--- config.mk ---
export PLATFORM = sky130hd
export DESIGN_NAME = rif_req_bridge
export DESIGN_NICKNAME = d
export VERILOG_FILES = /design/src/rtl/rif_req_bridge.sv
export SDC_FILE = /design/constraint.sdc
export NUM_CORES = 1
export LEC_CHECK = 0
export BUFFER_PORTS_ARGS = -buffer_cell sky130_fd_sc_hd__buf_2
export CAP_MARGIN = 40
export CORE_MARGIN = 2
export CORE_UTILIZATION = 45
export CTS_CLUSTER_DIAMETER = 100
export DETAILED_ROUTE_END_ITERATION = 6
export MAX_ROUTING_LAYER = met4
export PLACE_DENSITY = 0.76
export REMOVE_ABC_BUFFERS = 1
export SYNTH_ARGS = -nofsm -noshare
export SYNTH_HDL_FRONTEND = slang
export SYNTH_SLANG_ARGS = --single-unit
--- constraint.sdc ---
create_clock -name axis_clk -period 2.3 [get_ports axis_clk]
set_input_delay 0.46 -clock axis_clk [delete_from_list [all_inputs] [get_ports axis_clk]]
set_output_delay 0.46 -clock axis_clk [all_outputs]
set_load 0.005 [all_outputs]
--- src/rtl/rif_req_bridge.sv ---
// rtl/rif_req_bridge.sv - register-interface request bridge: host request queue to LMAC start/done port
// Optional hung-access timeout is built in when RIF_BRIDGE_TIMEOUT_EN is defined.
module rif_req_bridge #(
  parameter int AW      = 16,
  parameter int DW      = 32,
  parameter int DEPTH   = 4,
  parameter int PTR     = 2,
  parameter int TIMEOUT = 255
) (
  input  logic          axis_clk,
  input  logic          reset,
  input  logic          req_valid,
  output logic          req_ready,
  input  logic          req_wr,
  input  logic [AW-1:0] req_addr,
  input  logic [DW-1:0] req_wdata,
  output logic          rsp_valid,
  input  logic          rsp_ready,
  output logic [DW-1:0] rsp_rdata,
  output logic          rsp_err,
  output logic [AW-1:0] mac_addr,
  output logic [DW-1:0] mac_wdata,
  output logic          mac_wr,
  output logic          mac_start,
  input  logic          mac_done,
  input  logic [DW-1:0] mac_rdata,
  output logic          busy
);

  localparam logic [1:0] ST_IDLE  = 2'd0;
  localparam logic [1:0] ST_ISSUE = 2'd1;
  localparam logic [1:0] ST_WAIT  = 2'd2;
  localparam logic [1:0] ST_RESP  = 2'd3;

  logic [AW-1:0]    q_addr  [DEPTH];
  logic [DW-1:0]    q_wdata [DEPTH];
  logic [DEPTH-1:0] q_wr;
  logic [PTR-1:0]   wr_ptr;
  logic [PTR-1:0]   rd_ptr;
  logic [PTR:0]     count;
  logic [1:0]       state;
  logic             push;
  logic             pop;
  logic             q_empty;
  logic             tmo_hit;
  logic [DW-1:0]    rdata_q;
  logic             err_q;

  assign q_empty   = (count == '0);
  assign req_ready = (count != (PTR+1)'(DEPTH));
  assign push      = req_valid & req_ready;
  assign pop       = (state == ST_IDLE) & ~q_empty;

  assign mac_start = (state == ST_ISSUE);
  assign rsp_valid = (state == ST_RESP);
  assign rsp_rdata = rdata_q;
  assign rsp_err   = err_q;
  assign busy      = ~q_empty | (state != ST_IDLE);

  // Queue storage carries no reset; only pointers and occupancy define validity.
  always_ff @(posedge axis_clk) begin
    if (push) begin
      q_addr[wr_ptr]  <= req_addr;
      q_wdata[wr_ptr] <= req_wdata;
      q_wr[wr_ptr]    <= req_wr;
    end
  end

  always_ff @(posedge axis_clk) begin
    if (reset) begin
      wr_ptr <= '0;
      rd_ptr <= '0;
      count  <= '0;
    end else begin
      if (push) wr_ptr <= wr_ptr + 1'b1;
      if (pop)  rd_ptr <= rd_ptr + 1'b1;
      case ({push, pop})
        2'b10:   count <= count + 1'b1;
        2'b01:   count <= count - 1'b1;
        default: count <= count;
      endcase
    end
  end

`ifdef RIF_BRIDGE_TIMEOUT_EN
  localparam int TW = $clog2(TIMEOUT + 1);
  logic [TW-1:0] tmo_cnt;

  assign tmo_hit = (state == ST_WAIT) && (tmo_cnt == TW'(TIMEOUT - 1));

  // Held at zero outside WAIT, so it starts clean on every entry into WAIT.
  always_ff @(posedge axis_clk) begin
    if (reset || (state != ST_WAIT)) begin
      tmo_cnt <= '0;
    end else if (!tmo_hit) begin
      tmo_cnt <= tmo_cnt + 1'b1;
    end
  end
`else
  logic [31:0] unused_timeout;
  assign unused_timeout = TIMEOUT;
  assign tmo_hit        = 1'b0;
`endif

  always_ff @(posedge axis_clk) begin
    if (reset) begin
      state     <= ST_IDLE;
      mac_addr  <= '0;
      mac_wdata <= '0;
      mac_wr    <= 1'b0;
      rdata_q   <= '0;
      err_q     <= 1'b0;
    end else begin
      case (state)
        ST_IDLE: begin
          if (!q_empty) begin
            mac_addr  <= q_addr[rd_ptr];
            mac_wdata <= q_wdata[rd_ptr];
            mac_wr    <= q_wr[rd_ptr];
            state     <= ST_ISSUE;
          end
        end
        ST_ISSUE: begin
          if (mac_done) begin
            rdata_q <= mac_wr ? '0 : mac_rdata;
            err_q   <= 1'b0;
            state   <= ST_RESP;
          end else begin
            state <= ST_WAIT;
          end
        end
        ST_WAIT: begin
          // A done arriving on the expiry cycle takes priority over the timeout.
          if (mac_done) begin
            rdata_q <= mac_wr ? '0 : mac_rdata;
            err_q   <= 1'b0;
            state   <= ST_RESP;
          end else if (tmo_hit) begin
            rdata_q <= '1;
            err_q   <= 1'b1;
            state   <= ST_RESP;
          end
        end
        ST_RESP: begin
          if (rsp_ready) state <= ST_IDLE;
        end
        default: state <= ST_IDLE;
      endcase
    end
  end

endmodule

# [After elaboration in Yosys (flattened, before gate mapping)]
# Memories as Yosys holds them, arrays and structs flattened. A register that Yosys moved wholly into a read port is not among the register bits.
# Cells that the tools add are included.
[classes] add_sub_neg=4 magnitude_cmp=3 eq_ne=9 mux=14 bitwise=4 n_reduce_logical=9
[ops] operator="$mux 32" count=1
[ops] operator="$pmux 2 s4" count=1
[ops] operator="$eq 2x2->1 const B" count=3
[ops] operator="$lt 2x3->1 const B" count=2
[ops] operator="$mux 2" count=3
[ops] operator="$pmux 3 s2" count=1
[ops] operator="$mux 1" count=5
[ops] operator="$add 2x1->2 const B" count=2
[ops] operator="$bwmux 4" count=1
[ops] operator="$eq 2x1->1 const B" count=2
[ops] operator="$ne 2x2->1 const B" count=2
[ops] operator="$reduce_and 2->1" count=2
[ops] operator="$reduce_bool 2->1" count=2
[ops] operator="$add 3x1->3 const B" count=1
[ops] operator="$logic_not 3->1" count=1
[ops] operator="$ne 3x3->1 const B" count=1
[ops] operator="$reduce_and 3->1" count=1
[ops] operator="$sub 3x1->3 const B" count=1
[ops] operator="$and 1x1->1" count=2
[ops] operator="$bmux 1 s2" count=1
[ops] operator="$demux 1 s2" count=1
[ops] operator="$ge 2x1->1 const B" count=1
[ops] operator="$logic_not 2->1" count=1
[ops] operator="$ne 2x1->1 const B" count=1
[ops] operator="other kinds (4)" count=4
[totals] register_bits=46 ram_bits=192 inputBits=86 memories=2
[memory_table] name="q_wdata" depth=4 word_bits=32 rd=1 rd_ports_with_merged_regs=1 wr=1 line="36" rtl="logic [DW-1:0] q_wdata [DEPTH];"
[memory_table] name="q_addr" depth=4 word_bits=16 rd=1 rd_ports_with_merged_regs=1 wr=1 line="35" rtl="logic [AW-1:0] q_addr [DEPTH];"

# [Longest topological paths before layout]
[logic_depth] depth_word=5 depth_mapped=9

# [Least setup slack after synthesis]
# No wires, ideal clock.
[synth_timing] kind="register to register" from="register count[0]" to="memory q_addr[0][0], enable pin" setup_ps=412 arrival_time_ps=2019 required_ps=1888 setup_slack_ps=-131 path_stages_with_launch=4 n_path_buf=1 period_less_slack_ps=2431 cell_sequence="dfxtp_1 or3b_1 clkbuf_1 and3_1"
[synth_via] elab_chain_cells=4
[synth_lines] element="start, declared" line="40" rtl="logic [PTR:0] count;"
[synth_lines] element="start signal, assigned" line="78" rtl="2'b10: count <= count + 1'b1;"
[synth_lines] element="start signal, assigned" line="79" rtl="2'b01: count <= count - 1'b1;"
[synth_lines] element="start signal, assigned" line="80" rtl="default: count <= count;"
[synth_lines] element="$ne 3x3->1" line="50" rtl="assign req_ready = (count != (PTR+1)'(DEPTH));"
[synth_lines] element="net req_ready" line="13" rtl="output logic req_ready,"
[synth_lines] element="$and 1x1->1" line="51" rtl="assign push = req_valid & req_ready;"
[synth_lines] element="$mux 1" line="62" rtl="if (push) begin"
[synth_lines] element="$mux 1 (not written as such)" line="63" rtl="q_addr[wr_ptr] <= req_addr;"
[synth_lines] element="end, declared" line="35"
# The timed path passes the listed nets, and every way through them passes these cells.

# [Worst setup path after layout]
[layout_timing] from="register state[0]" to="output port busy"
[layout_via] elab_chain_cells=2
[layout_lines] element="start, declared" line="41" rtl="logic [1:0] state;"
[layout_lines] element="start signal, assigned" line="107" rtl="state <= ST_IDLE;"
[layout_lines] element="start signal, assigned" line="120" rtl="state <= ST_ISSUE;"
[layout_lines] element="start signal, assigned" line="127" rtl="state <= ST_RESP;"
[layout_lines] element="$reduce_bool 2->1" line="58" rtl="assign busy = ~q_empty | (state != ST_IDLE);"
[layout_lines] element="$or 1x1->1" line="58"
[layout_lines] element="end, declared" line="27" rtl="output logic busy"
# No other way between the ends.

==> impl_results.md <==
- Status: completed
- Final Non-Filler Cells: 1075
- Mapped Cells: 585
- # hold bufs at CTS: 0
- Overflow after GRT: 0
- Yosys warning count: 0
- Lkg Pwr: 4.69 nW
- First-pass GRT wire length: 32.3 mm
- Mux cell area share after synthesis: 10.6%
- Max Clk Rate: 0.451 GHz
- Total of max-cap violations: 0
- Max FO, Critical Path: 5
- Ys flop type: edfxtp_1
- Clock Tree Root: clkbuf_16
- Drt initial violations: 401
- CP max stage delay: 0.47 ns
- Sink Count: 286
- Initial Util: 46.0%
- CTS Buf Count: 30
- Power, Total: 15.5 mW
- Vias in the first global route: 5943
- Crit path launch type: flop
- DRT Wirelength: 21.0 mm
- Pins Over Slew Limit: 0
- Die area: 24500 sq um
- Most common cell after layout, fill and taps aside: edfxtp_1
- Placed cell count: 1015
- DRC errors left: 0
- Standard-cell row count: 55
- WL/cell: 19.6 um
- Hold WC Path Type: input port to flop
- Final HPWL DP: 12.6 mm
- Area grow syn2layout: 22.4%
- Ports: 172
- Pwr Density: 1210 nW/um^2
- Synth Area per Inst: 17.9 sq um
- Final WS setup: 0.0841 ns
- Register area share after synthesis: 73.6%
- Setup Skew: 0.0254 ns
- Yosys cell types: 36
- Die height: 156 um
- Most frequent cells in the layout: edfxtp_1, buf_2, dfxtp_1
- RSZ-0062 raised after global routing: no
- Dpl ws: 0.0955 ns
- Critical Path RT: 1.84 ns
- Worst skew pair latency: 0.56 ns
- Final hold violations: 0
- Layout Utilization: 56.3%
- Max_slew headroom: 51.9%
- Number of synthesized flops with an enable pin: 196
- DR pass1 iterations: 4
- Reg2reg setup slack: 0.09 ns
- Final worst path period need: 2.22 ns
- Share of cells above drive strength 1: 38.8%
- Via/cell ratio: 5.32
- Core area: 22700 sq um
- Via count: 5720
- Port Buffers: 170
- Synth Area in Adders: 1.39%
- Final setup vio count: 0
- Initial antenna violation count: 2
- Buf/Inv on CP: 2
- CTS tree: built
- Area share of and/or/nand/nor cells after synthesis: 5.14%
- Critical Path, Cell by Cell: inv_2 -> ha_4 -> or4b_4 -> buf_2
- Mapped cell area: 10500 sq um
- Setup_tns: 0 ns
- Post-route ant nets: 0
- XOR/XNOR Fraction of Synth Area: 0.335%
- Die width: 156 um
- Nets@finish: 861
- Fin crit share: 96.3%
- GRT Util Overall: 17.5%
- Largest net degree at the start of global routing: 50
- FFs w/ async S/R, synth: 0%
- VDD IR-drop max: 0.687 mV
- Clock slew at reported path FFs: 0.06 ns
- Post-layout instance area: 12800 sq um
- CTS max path bufs: 3
- Largest family of logic cells by synthesized area: multiplexers
- Critical path arrival: 1.76 ns
- Worst Tran Pin Value: 0.720 ns
- Gp weighted congestion: 0.757
- Crit. End Element: output port
- Synth Register Bits: 286
- Worst path slowest cell: or4b_4
- Largest delay contributor family on the critical path: simple AND/OR/NAND/NOR gates
- Crit Path Class: flop to output port
- Synth Area in Compound Gates: 6.61%
- DP Area: 11700 sq um
- Hold slack: 0.112 ns
- H-tree levels: 1
[cells in the mapped netlist, drive strengths merged, types with 2 or more instances]
library cell | count | area (sq um)
edfxtp | 196 | 5890
dfxtp | 90 | 1800
a22o | 49 | 429
mux4 | 49 | 1100
a21oi | 38 | 194
nand2 | 34 | 128
nand4b | 32 | 280
clkbuf | 25 | 93.8
buf | 20 | 128
ha | 10 | 125
inv | 7 | 26.3
nor2 | 6 | 25.0
and3 | 5 | 31.3
nand3 | 3 | 15.0
xor2 | 3 | 26.3
a21o | 2 | 15.0
nand2b | 2 | 12.5
[report_power, final]
group	switching (mW)	leakage, nW	internal [mW]	total (mW)
Combinational	1.79	1.65	1.78	3.57
Clock	1.97	0.512	3.04	5.01
Sequential	0.473	2.53	6.43	6.91
Total	4.24	4.69	11.3	15.5
[registers in the layout (all words and copies together), names as in the netlist]
name,count
mac_wr,1
mac_wdata,32
rd_ptr,2
q_wdata,128
mac_addr,16
wr_ptr,2
state,2
q_wr,4
q_addr,64
count,3
rsp_rdata,32
[cell type report]
cell class	count	area, sq um
clock buffer	36	793
tap	285	357
inverter	7	26.3
fill	1774	9910
timing repair buffer	192	1120
clock inverter	20	263
antenna	2	5.00
sequential	286	7690
multi-input combinational	247	2540
[timing repair]
action | 4_1_cts | 5_1_grt
cloned | 0 | 0
pin swaps | 0 | 0
setup endpoints to repair | 1 | 1
setup buffers | 1 | 1
gates resized for setup | 4 | 2
hold endpoints to repair | 0 | 0
[kinds of logic (layout without fill, tap and decap cells)]
kind of cell | count (synthesis) | in the layout
buffers and inverters | 52 | 255
AO/OA/AOI/OAI | 95 | 95
adder cells (fa/ha/maj) | 11 | 11
XOR/XNOR | 4 | 4
other | 1 | 3
flip-flops | 286 | 286
multiplexers | 49 | 49
AND/OR/NAND/NOR | 87 | 87
[worst register-to-register path, cell delays in order, from the launching register on]
cell     delay, ns
dfxtp_1       0.41
or3b_1        0.40
nand2_1       0.09
ha_1          0.18
inv_1         0.07
fa_1          0.38
xor2_1        0.16
or3_1         0.30
a21oi_1       0.15
[per-layer routing]
layer  global-route usage, %  routed length, um  vias to the layer above
met2                    29.9              10800                      143
met1                    21.5               8600                     2845
met3                    2.96                969                       45
met5                       -                  0                        -
li1                        -                  -                     2687
met4                    5.55                654                        0
[worst paths after layout]
path	start	to	cells past startpoint
max	state[0]	busy	4
max reg2reg	count[2]	count[2]	8
min reg2reg	rsp_rdata[18]	rsp_rdata[18]	2
min	req_wdata[13]	q_wdata[2][13]	1
Note: power is estimated with default switching activity, not from simulation.
